<file path="config.mk">
export PLATFORM = sky130hd
export DESIGN_NAME = aes256_core_arbiter_flat
export DESIGN_NICKNAME = d
export VERILOG_FILES = /design/src/rtl/aes256_core_arbiter_if.sv /design/src/rtl/aes256_core_arbiter.sv /design/src/flat_wrapper.sv
export SDC_FILE = /design/constraint.sdc
export NUM_CORES = 1
export LEC_CHECK = 0
export ABC_AREA = 0
export BUFFER_PORTS_ARGS = -buffer_cell sky130_fd_sc_hd__buf_2
export CAP_MARGIN = 20
export CORE_AREA = 2 2 353 355
export DETAILED_ROUTE_END_ITERATION = 16
export DIE_AREA = 0 0 355 357
export PLACE_DENSITY = 0.4
export SYNTH_ARGS = -nofsm -noshare
export SYNTH_HDL_FRONTEND = slang
export SYNTH_SLANG_ARGS = --single-unit
</file>
<file path="constraint.sdc">
create_clock -name clk -period 2.1 [get_ports clk]
set_input_delay 0.315 -clock clk [delete_from_list [all_inputs] [get_ports clk]]
set_output_delay 0.315 -clock clk [all_outputs]
set_load 0.01 [all_outputs]
</file>
<file path="src/rtl/aes256_core_arbiter_if.sv">
// Bundle of requester, core and response signals around the AES-256 core arbiter.
// master = arbiter side, slave = queues/core/response consumer side.
interface aes256_core_arbiter_if #(
  parameter int NUM_REQ = 4,
  parameter int ID_W    = 2
);
  logic [NUM_REQ-1:0]     req_valid_i;
  logic [NUM_REQ-1:0]     req_mode_i;
  logic [NUM_REQ*128-1:0] req_data_i;
  logic [NUM_REQ-1:0]     req_ready_o;
  logic                   core_start_o;
  logic                   core_mode_o;
  logic [127:0]           core_data_o;
  logic                   core_valid_i;
  logic [127:0]           core_data_i;
  logic                   rsp_valid_o;
  logic                   rsp_ready_i;
  logic [ID_W-1:0]        rsp_id_o;
  logic [127:0]           rsp_data_o;
  logic                   rsp_err_o;
  logic                   busy_o;

  modport master (
    input  req_valid_i, req_mode_i, req_data_i, core_valid_i, core_data_i, rsp_ready_i,
    output req_ready_o, core_start_o, core_mode_o, core_data_o,
           rsp_valid_o, rsp_id_o, rsp_data_o, rsp_err_o, busy_o
  );

  modport slave (
    output req_valid_i, req_mode_i, req_data_i, core_valid_i, core_data_i, rsp_ready_i,
    input  req_ready_o, core_start_o, core_mode_o, core_data_o,
           rsp_valid_o, rsp_id_o, rsp_data_o, rsp_err_o, busy_o
  );
endinterface

</file>
<file path="src/rtl/aes256_core_arbiter.sv">
// Round-robin arbiter sharing one AES-256 core among NUM_REQ requesters, one job in flight.
// Define AES_ARB_TIMEOUT_EN to build the core watchdog (TIMEOUT_CYC cycles in RUN/DRAIN).
module aes256_core_arbiter #(
  parameter int NUM_REQ     = 4,
  parameter int ID_W        = 2,
  parameter int TIMEOUT_CYC = 64
) (
  input logic                   clk,
  input logic                   rst_n,
  aes256_core_arbiter_if.master bus
);
  typedef enum logic [1:0] {IDLE, RUN, DRAIN, RESP} state_t;

  state_t          state, state_nxt;
  logic [ID_W-1:0] rr_ptr, gnt_id, scan_id, job_id;
  logic            gnt_found, job_mode, tmo;
  logic [127:0]    job_data, rsp_data;

  if (NUM_REQ < 2 || NUM_REQ > 8 || (1 << ID_W) < NUM_REQ || TIMEOUT_CYC < 2) begin : g_param_chk
    $error("aes256_core_arbiter: unsupported parameter set");
  end

  // Scan downward so the last hit is the first valid requester at or after rr_ptr.
  always_comb begin
    gnt_found = 1'b0;
    gnt_id    = '0;
    scan_id   = '0;
    for (int i = NUM_REQ - 1; i >= 0; i--) begin
      scan_id = ID_W'((int'(rr_ptr) + i) % NUM_REQ);
      if (bus.req_valid_i[scan_id]) begin
        gnt_found = 1'b1;
        gnt_id    = scan_id;
      end
    end
  end

  always_ff @(posedge clk or negedge rst_n) begin
    if (!rst_n) state <= IDLE;
    else        state <= state_nxt;
  end

  always_comb begin
    state_nxt = state;
    case (state)
      IDLE:    if (gnt_found)            state_nxt = RUN;
      RUN:     if (tmo)                  state_nxt = RESP;
               else if (bus.core_valid_i) state_nxt = DRAIN;
      DRAIN:   if (tmo || !bus.core_valid_i) state_nxt = RESP;
      RESP:    if (bus.rsp_ready_i)      state_nxt = IDLE;
      default:                           state_nxt = IDLE;
    endcase
  end

  // Ready is gated by rst_n so a request held through reset cannot see a grant.
  always_comb begin
    bus.req_ready_o = '0;
    if (rst_n && state == IDLE && gnt_found) bus.req_ready_o[gnt_id] = 1'b1;
    bus.core_start_o = (state == RUN);
    bus.core_mode_o  = job_mode;
    bus.core_data_o  = job_data;
    bus.rsp_valid_o  = (state == RESP);
    bus.rsp_id_o     = job_id;
    bus.rsp_data_o   = rsp_data;
    bus.busy_o       = (state != IDLE);
  end

  always_ff @(posedge clk or negedge rst_n) begin
    if (!rst_n) begin
      rr_ptr   <= '0;
      job_id   <= '0;
      job_mode <= 1'b0;
      job_data <= '0;
      rsp_data <= '0;
    end else begin
      case (state)
        IDLE: if (gnt_found) begin
          rr_ptr   <= ID_W'((int'(gnt_id) + 1) % NUM_REQ);
          job_id   <= gnt_id;
          job_mode <= bus.req_mode_i[gnt_id];
          job_data <= bus.req_data_i[128*int'(gnt_id) +: 128];
        end
        RUN: if (tmo) rsp_data <= '0;
             else if (bus.core_valid_i) rsp_data <= bus.core_data_i;
        DRAIN: if (tmo) rsp_data <= '0;
        default: ;
      endcase
    end
  end

`ifdef AES_ARB_TIMEOUT_EN
  localparam int CNT_W = $clog2(TIMEOUT_CYC + 1);
  logic [CNT_W-1:0] tmo_cnt;
  logic             rsp_err;

  // Fires on the edge where the count would reach TIMEOUT_CYC.
  assign tmo = (state == RUN || state == DRAIN) && (tmo_cnt == CNT_W'(TIMEOUT_CYC - 1));

  always_ff @(posedge clk or negedge rst_n) begin
    if (!rst_n) begin
      tmo_cnt <= '0;
      rsp_err <= 1'b0;
    end else begin
      if (state == RUN || state == DRAIN) tmo_cnt <= tmo_cnt + CNT_W'(1);
      else                                tmo_cnt <= '0;
      if (state == IDLE && gnt_found) rsp_err <= 1'b0;
      else if (tmo)                   rsp_err <= 1'b1;
    end
  end

  assign bus.rsp_err_o = rsp_err;
`else
  assign tmo           = 1'b0;
  assign bus.rsp_err_o = 1'b0;
`endif
endmodule
</file>
<file path="src/flat_wrapper.sv">
// flat-port wrapper written by rule: the top's interface ports become plain ports
module aes256_core_arbiter_flat 
#(
  parameter int NUM_REQ     = 4,
  parameter int ID_W        = 2,
  parameter int TIMEOUT_CYC = 64
)
  (clk, rst_n, bus_req_valid_i, bus_req_mode_i, bus_req_data_i, bus_core_valid_i, bus_core_data_i, bus_rsp_ready_i, bus_req_ready_o, bus_core_start_o, bus_core_mode_o, bus_core_data_o, bus_rsp_valid_o, bus_rsp_id_o, bus_rsp_data_o, bus_rsp_err_o, bus_busy_o);
  aes256_core_arbiter_if #(.NUM_REQ(NUM_REQ), .ID_W(ID_W)) bus_i ();
  input logic clk;
  input logic rst_n;
  input wire logic [$bits(bus_i.req_valid_i)-1:0] bus_req_valid_i;
  input wire logic [$bits(bus_i.req_mode_i)-1:0] bus_req_mode_i;
  input wire logic [$bits(bus_i.req_data_i)-1:0] bus_req_data_i;
  input wire logic [$bits(bus_i.core_valid_i)-1:0] bus_core_valid_i;
  input wire logic [$bits(bus_i.core_data_i)-1:0] bus_core_data_i;
  input wire logic [$bits(bus_i.rsp_ready_i)-1:0] bus_rsp_ready_i;
  output wire logic [$bits(bus_i.req_ready_o)-1:0] bus_req_ready_o;
  output wire logic [$bits(bus_i.core_start_o)-1:0] bus_core_start_o;
  output wire logic [$bits(bus_i.core_mode_o)-1:0] bus_core_mode_o;
  output wire logic [$bits(bus_i.core_data_o)-1:0] bus_core_data_o;
  output wire logic [$bits(bus_i.rsp_valid_o)-1:0] bus_rsp_valid_o;
  output wire logic [$bits(bus_i.rsp_id_o)-1:0] bus_rsp_id_o;
  output wire logic [$bits(bus_i.rsp_data_o)-1:0] bus_rsp_data_o;
  output wire logic [$bits(bus_i.rsp_err_o)-1:0] bus_rsp_err_o;
  output wire logic [$bits(bus_i.busy_o)-1:0] bus_busy_o;
  assign bus_i.req_valid_i = bus_req_valid_i;
  assign bus_i.req_mode_i = bus_req_mode_i;
  assign bus_i.req_data_i = bus_req_data_i;
  assign bus_i.core_valid_i = bus_core_valid_i;
  assign bus_i.core_data_i = bus_core_data_i;
  assign bus_i.rsp_ready_i = bus_rsp_ready_i;
  assign bus_req_ready_o = bus_i.req_ready_o;
  assign bus_core_start_o = bus_i.core_start_o;
  assign bus_core_mode_o = bus_i.core_mode_o;
  assign bus_core_data_o = bus_i.core_data_o;
  assign bus_rsp_valid_o = bus_i.rsp_valid_o;
  assign bus_rsp_id_o = bus_i.rsp_id_o;
  assign bus_rsp_data_o = bus_i.rsp_data_o;
  assign bus_rsp_err_o = bus_i.rsp_err_o;
  assign bus_busy_o = bus_i.busy_o;
  aes256_core_arbiter #(.NUM_REQ(NUM_REQ), .ID_W(ID_W), .TIMEOUT_CYC(TIMEOUT_CYC)) u_core (.clk(clk), .rst_n(rst_n), .bus(bus_i));
endmodule
</file>
* Word level (Yosys, flattened, before mapping)
Cells that the tools add are included.
Cells by class: add/subtract/negate cells 4, magnitude comparators 6, eq/ne operators 7, shifts and indexed selects 1, mux-type cells 26, reduce and logical (&&, ||, !) cells 8
Operator list (number):
- $shiftx 512x10->128 | 1
- $mux 2 | 8
- $lt 2x3->1 const B | 5
- $bmux 1 s2 | 5
- $mux 1 | 10
- $pmux 2 s4 | 1
- $ne 2x2->1 const B | 3
- $add 2x1->2 const B | 2
- $add 2x2->2 const B | 2
- $eq 2x2->1 const B | 2
- $mux 4 | 1
- $reduce_and 2->1 | 2
- $reduce_and 4->1 | 1
- $logic_and 1x1->1 | 3
- $demux 1 s2 | 1
- $eq 2x1->1 const B | 1
- $ge 2x1->1 const B | 1
- $logic_not 2->1 | 1
- $ne 2x1->1 const B | 1
- $reduce_bool 2->1 | 1
Word-level totals: register bits after elaboration 263, input port bits 652, output and inout bits 267

* Longest topological paths before layout
word-level depth 12, mapped depth 9

* Worst setup path after synthesis
No wires, ideal clock.
path kind reg2out, start point register u_core.state[0], end point output bus_req_ready_o[0], arrival 1927 ps, required time 1785 ps, path slack -142 ps, cell stages (with the launch flop) 9, buffers on the path 2, cell sequence dfrtp_1 > inv_1 > ha_1 > inv_1 > nor2_1 > clkbuf_1 > buf_2 > nand2_1 > nor3_1
On the way: longest elaborated chain between the ends 4
Ends and longest elaborated chain:
- start: declaration | line aes256_core_arbiter.sv:14 | state_t state, state_nxt;
- start signal: assignment | line aes256_core_arbiter.sv:39 | else state <= state_nxt;
- $logic_not 2->1 | line aes256_core_arbiter.sv:57 | if (rst_n && state == IDLE && gnt_found) bus.req_ready_o[gnt_id] = 1'b1;
- $logic_and 1x1->1 (2 in series) | line aes256_core_arbiter.sv:57
- $mux 4 | line aes256_core_arbiter.sv:57
- end: declaration | line flat_wrapper.sv:18 | output wire logic [$bits(bus_i.req_ready_o)-1:0] bus_req_ready_o;
Every way passes these cells.

* Final worst setup path
start point register u_core.rr_ptr[1], end point output bus_req_ready_o[2]
On the way: longest elaborated chain between the ends 12, elaborated cells between the ends (all ways) 26, those cells by class 3 x add/sub; 2 x order compare; 19 x mux; 2 x reduce/logical
Ends and longest elaborated chain:
- start: declaration | line aes256_core_arbiter.sv:15 | logic [ID_W-1:0] rr_ptr, gnt_id, scan_id, job_id;
- start signal: assignment | line aes256_core_arbiter.sv:77 | rr_ptr <= ID_W'((int'(gnt_id) + 1) % NUM_REQ);
- $add 2x2->2 | line aes256_core_arbiter.sv:29 | scan_id = ID_W'((int'(rr_ptr) + i) % NUM_REQ);
- $bmux 1 s2 | line aes256_core_arbiter.sv:30 | if (bus.req_valid_i[scan_id]) begin
- $mux 1 (implied by the code) | line aes256_core_arbiter.sv:30
- $mux 2 (4 in series) | line aes256_core_arbiter.sv:30
- $lt 2x3->1 (implied by the code) / $ge 2x1->1 (equally long branches) | line aes256_core_arbiter.sv:57
- $logic_and 1x1->1 (implied by the code) | line aes256_core_arbiter.sv:57
- $mux 1 (implied by the code) | line aes256_core_arbiter.sv:57
- $demux 1 s2
- $mux 4 * | line aes256_core_arbiter.sv:57
Mark *: on every way between the ends. The rest lies on a longest branch, timed or not. The select of a mux whose other input is x is not followed.

==> results by group <==
Place
  • Placed insts: 3,767
  • DP Wirelength: 74.12 mm
  • # port buffers: 917
  • Placed inst area: 0.02078 mm2
  • Final Wtd Congestion: 0.8212

Pwr
  • PD cells: 1417 mW/mm2
  • Switching share of power: 41.46%
  • Leakage: 11.91 nW
  • Worst VDD drop: 0.6796 mV
  • Clock share of power: 19.3%
  • Net switching power: 15.11 mW
  • Reg power frac: 25.1%
  • Overall power: 36.45 mW
  • Combinational group share of total power: 55.6%
  • Internal: 21.33 mW

Finish
  • Fin nets: 3,010
  • FILL cells: 13,640
  • Layout Cells excl Fill: 4,028
  • Final Cell Area: 0.02572 mm2
  • Layout cell share with drive strength beyond 1: 59.87%
  • Layout area overhead: 91.62%

Worst setup path
  • WS Path Type: reg -> out
  • Worst EP required: 1.78 ns
  • WP data arrival: 2.19 ns
  • Crit Path Max Fanout: 5
  • CP Launch Type: register
  • CP endpoint kind: primary output

STA
  • Final worst setup slack: -0.4100 ns
  • Final min period: 2.510 ns
  • Max-slew violation count: 0
  • Setup total negative slack: -17.07 ns
  • Max-slew headroom: 58.62%
  • Final Setup Violations: 134
  • Worst Skew: 0.01508 ns
  • Final Hold Viols: 0
  • Worst Max-Slew Pin Slew: 0.6208 ns
  • Achievable Freq: 0.3984 GHz
  • Final worst path period share: 119.5%
  • Unrepaired setup endpoints after global routing: true

Detailed routing
  • DRC: 0
  • DRT Pass-1 Iters: 4
  • Routed wire length: 100.4 mm
  • Via/cell ratio: 3.756
  • Vias post-DR: 15,130
  • Post-DRT Antenna Nets: 0
  • WL/cell: 24.93 um
  • Starting DRC count in detailed routing: 705

Global route
  • Largest net degree at the start of global routing: 88
  • Global-route wire length before repair: 128.3 mm
  • Grt ovf: 0
  • Total GRT Usage: 14.62%
  • Vias in the first global route: 15,660
  • Initial antenna violation count: 53

Synth
  • Flops & latches, synth: 263
  • Register area share after synthesis: 49.04%
  • Synth warn: 0
  • Post-synthesis cell type count: 34
  • Mapped cell area: 0.01342 mm2
  • Syn_nets: 1,853
  • Syn Inst Count: 1,197
  • Synth Area per Inst: 11.21 um2

Min path
  • Hold Crit Class: in -> reg

Floorplan
  • Core area: 0.1230 mm2
  • Row cnt: 129
  • Top Ports: 919
  • Initial Util: 10.91%
  • Die Width: 355 um
  • Die ar.: 0.1267 mm2
  • Die H: 357 um

Clock tree
  • Clk_lat worst skew: 0.59 ns
  • CTS root buf: clkbuf_16
  • Max clock buf depth: 3
  • CTS tree: yes
  • Number of clock sinks: 263
  • Clk pin slew, worst setup/hold paths: 0.06 ns
  • H-Tree Depth: 2
  • Num CTS Buffers: 39

Run
  • Maxcap violations: 0

Status
  • Status: finished, violations left
  • Violated checks: setup timing
==> worst paths after layout <==
kind | startpoint | end | slack, ns | depth (start not counted)
min | bus_core_data_i[7] | u_core.bus.rsp_data_o[7] | 0.03 | 2
min reg2reg | u_core.bus.rsp_data_o[119] | u_core.bus.rsp_data_o[119] | 0.50 | 1
max reg2reg | u_core.rr_ptr[1] | u_core.bus.core_data_o[54] | -0.18 | 11
min in group asynchronous | rst_n | u_core.bus.rsp_data_o[58] | 0.33 | 3
max | u_core.rr_ptr[1] | bus_req_ready_o[2] | -0.41 | 6
max in group asynchronous | rst_n | u_core.bus.core_data_o[83] | 0.91 | 4
==> cell usage after synthesis <==
library cell	count	area (um2)
dfrtp_1	263	6581
a211oi_1	258	1937
nor2_1	132	495.5
mux2i_1	130	1301
and3_1	129	807.0
mux2_2	128	1441
clkbuf_1	58	217.7
buf_2	30	150.1
buf_6	11	123.9
nand2_1	8	30.03
buf_1	7	26.28
buf_4	7	52.55
inv_1	5	18.77
ha_1	4	50.05
nor3_1	4	20.02
o21ai_1	3	15.01
a21o_1	2	15.01
nor4_1	2	12.51
a21oi_1	1	5.000
a21oi_2	1	8.760
a221oi_1	1	8.760
and2_1	1	6.260
conb_1	1	3.750
nand2b_1	1	6.260
nand4b_1	1	8.760
nor2_2	1	6.260
nor2b_1	1	6.260
nor3b_2	1	12.51
o21ai_0	1	5.000
o22ai_1	1	6.260
o32a_1	1	10.01
o41ai_2	1	16.27
or4_1	1	7.510
xnor2_1	1	8.760
==> layout make-up <==
cell class,instances,area (um2),area share (%)
Antenna cell,6,15.01,0.05838
Clock buffer,58,1169,4.544
Clock inverter,14,175.2,0.6811
Inverter,5,21.27,0.08270
Multi-Input combinational cell,816,7081,27.53
Sequential cell,263,6584,25.60
Tap cell,1637,2048,7.964
Timing Repair Buffer,1229,8626,33.54
==> metal layers <==
metal	part of all wire [%]	track usage, %	routed length [um]	up-vias
met1	38	16.35	38010	7453
met2	53	27.73	53450	685
met3	5.8	3.077	5776	163
met4	3.1	4.000	3130	12
met5	0.069	0	69	-
li1	-	-	-	6816
==> cell usage in the layout, fill, tap and decap left out, drive strengths merged <==
| master | instances |
|---|---|
| and2 | 1 |
| clkinv | 4 |
| diode | 6 |
| xnor2 | 1 |
| nand4b | 1 |
| inv | 6 |
| buf | 1087 |
| o41ai | 1 |
| or4 | 1 |
| a21o | 2 |
| dlygate4sd3 | 127 |
| ha | 4 |
| bufbuf | 4 |
| o32a | 1 |
| nor2 | 133 |
| bufinv | 3 |
| a221oi | 1 |
| clkinvlp | 6 |
| o21ai | 4 |
| and3 | 129 |
| nor3b | 1 |
| nand2 | 8 |
| nor3 | 4 |
| nor2b | 1 |
| mux2i | 130 |
| nor4 | 2 |
| nand2b | 1 |
| o22ai | 1 |
| a211oi | 258 |
| dfrtp | 263 |
| mux2 | 128 |
| clkbuf | 69 |
| conb | 1 |
| a21oi | 2 |
==> critical path: stages (launching register included) <==
cell and delay, ns:
dfrtp_2 0.43, nor3b_4 0.07, buf_6 0.11, or4_4 0.55, buf_6 0.15, nor3_4 0.15
buf_2 0.15
==> power groups by stage <==
| stage | Sequential [mW] | Combinational (mW) | Clock, mW |
|---|---|---|---|
| after floorplan | 10.2 | 6.90 | 0 |
| after global placement | 9.14 | 16.6 | 0 |
| after detailed placement | 9.14 | 16.6 | 0 |
| after CTS | 9.14 | 19.7 | 7.34 |
| after global routing | 9.44 | 21.7 | 7.51 |
| final | 9.15 | 20.3 | 7.03 |
==> flip-flops by register name (all words and copies together), names as in the netlist <==
register                count
u_core.state                2
u_core.bus.core_data_o    128
u_core.bus.rsp_data_o     128
u_core.bus.core_mode_o      1
u_core.rr_ptr               2
u_core.bus.rsp_id_o         2
==> metrics by stage <==
step | hold WS (ns) | util, % | setup slack (ns)
after floorplan | 0.01941 | - | 0.02482
after global placement | 0.2330 | 16.89 | -0.1308
after CTS | 0.0001065 | 20.30 | -0.4413
after global routing | 0.01081 | 20.90 | -0.5005
after detailed placement | 0.2286 | 16.89 | -0.1389
final | 0.03269 | 20.91 | -0.4100
==> timing repair <==
action                     CTS  global route
hold endpoints to repair   180             1
setup buffers               40             6
hold buffers               127             1
pin swaps                   33            11
setup endpoints to repair  133           133
gates resized for setup    205            81
gates cloned                11            13
==> cells by family after synthesis <==
kind of cell               Yosys count  synth area share (%)
xor gates and xnor gates             1               0.06527
adders and majority gates            4                0.3729
and+or+nand+nor                    282                 10.57
AOI/OAI and AO/OA                  270                 15.10
other                                1               0.02794
muxes                              258                 20.43
DFF                                263                 49.04
buffers and inverters              118                 4.391
(Power assumes the default switching activity.)
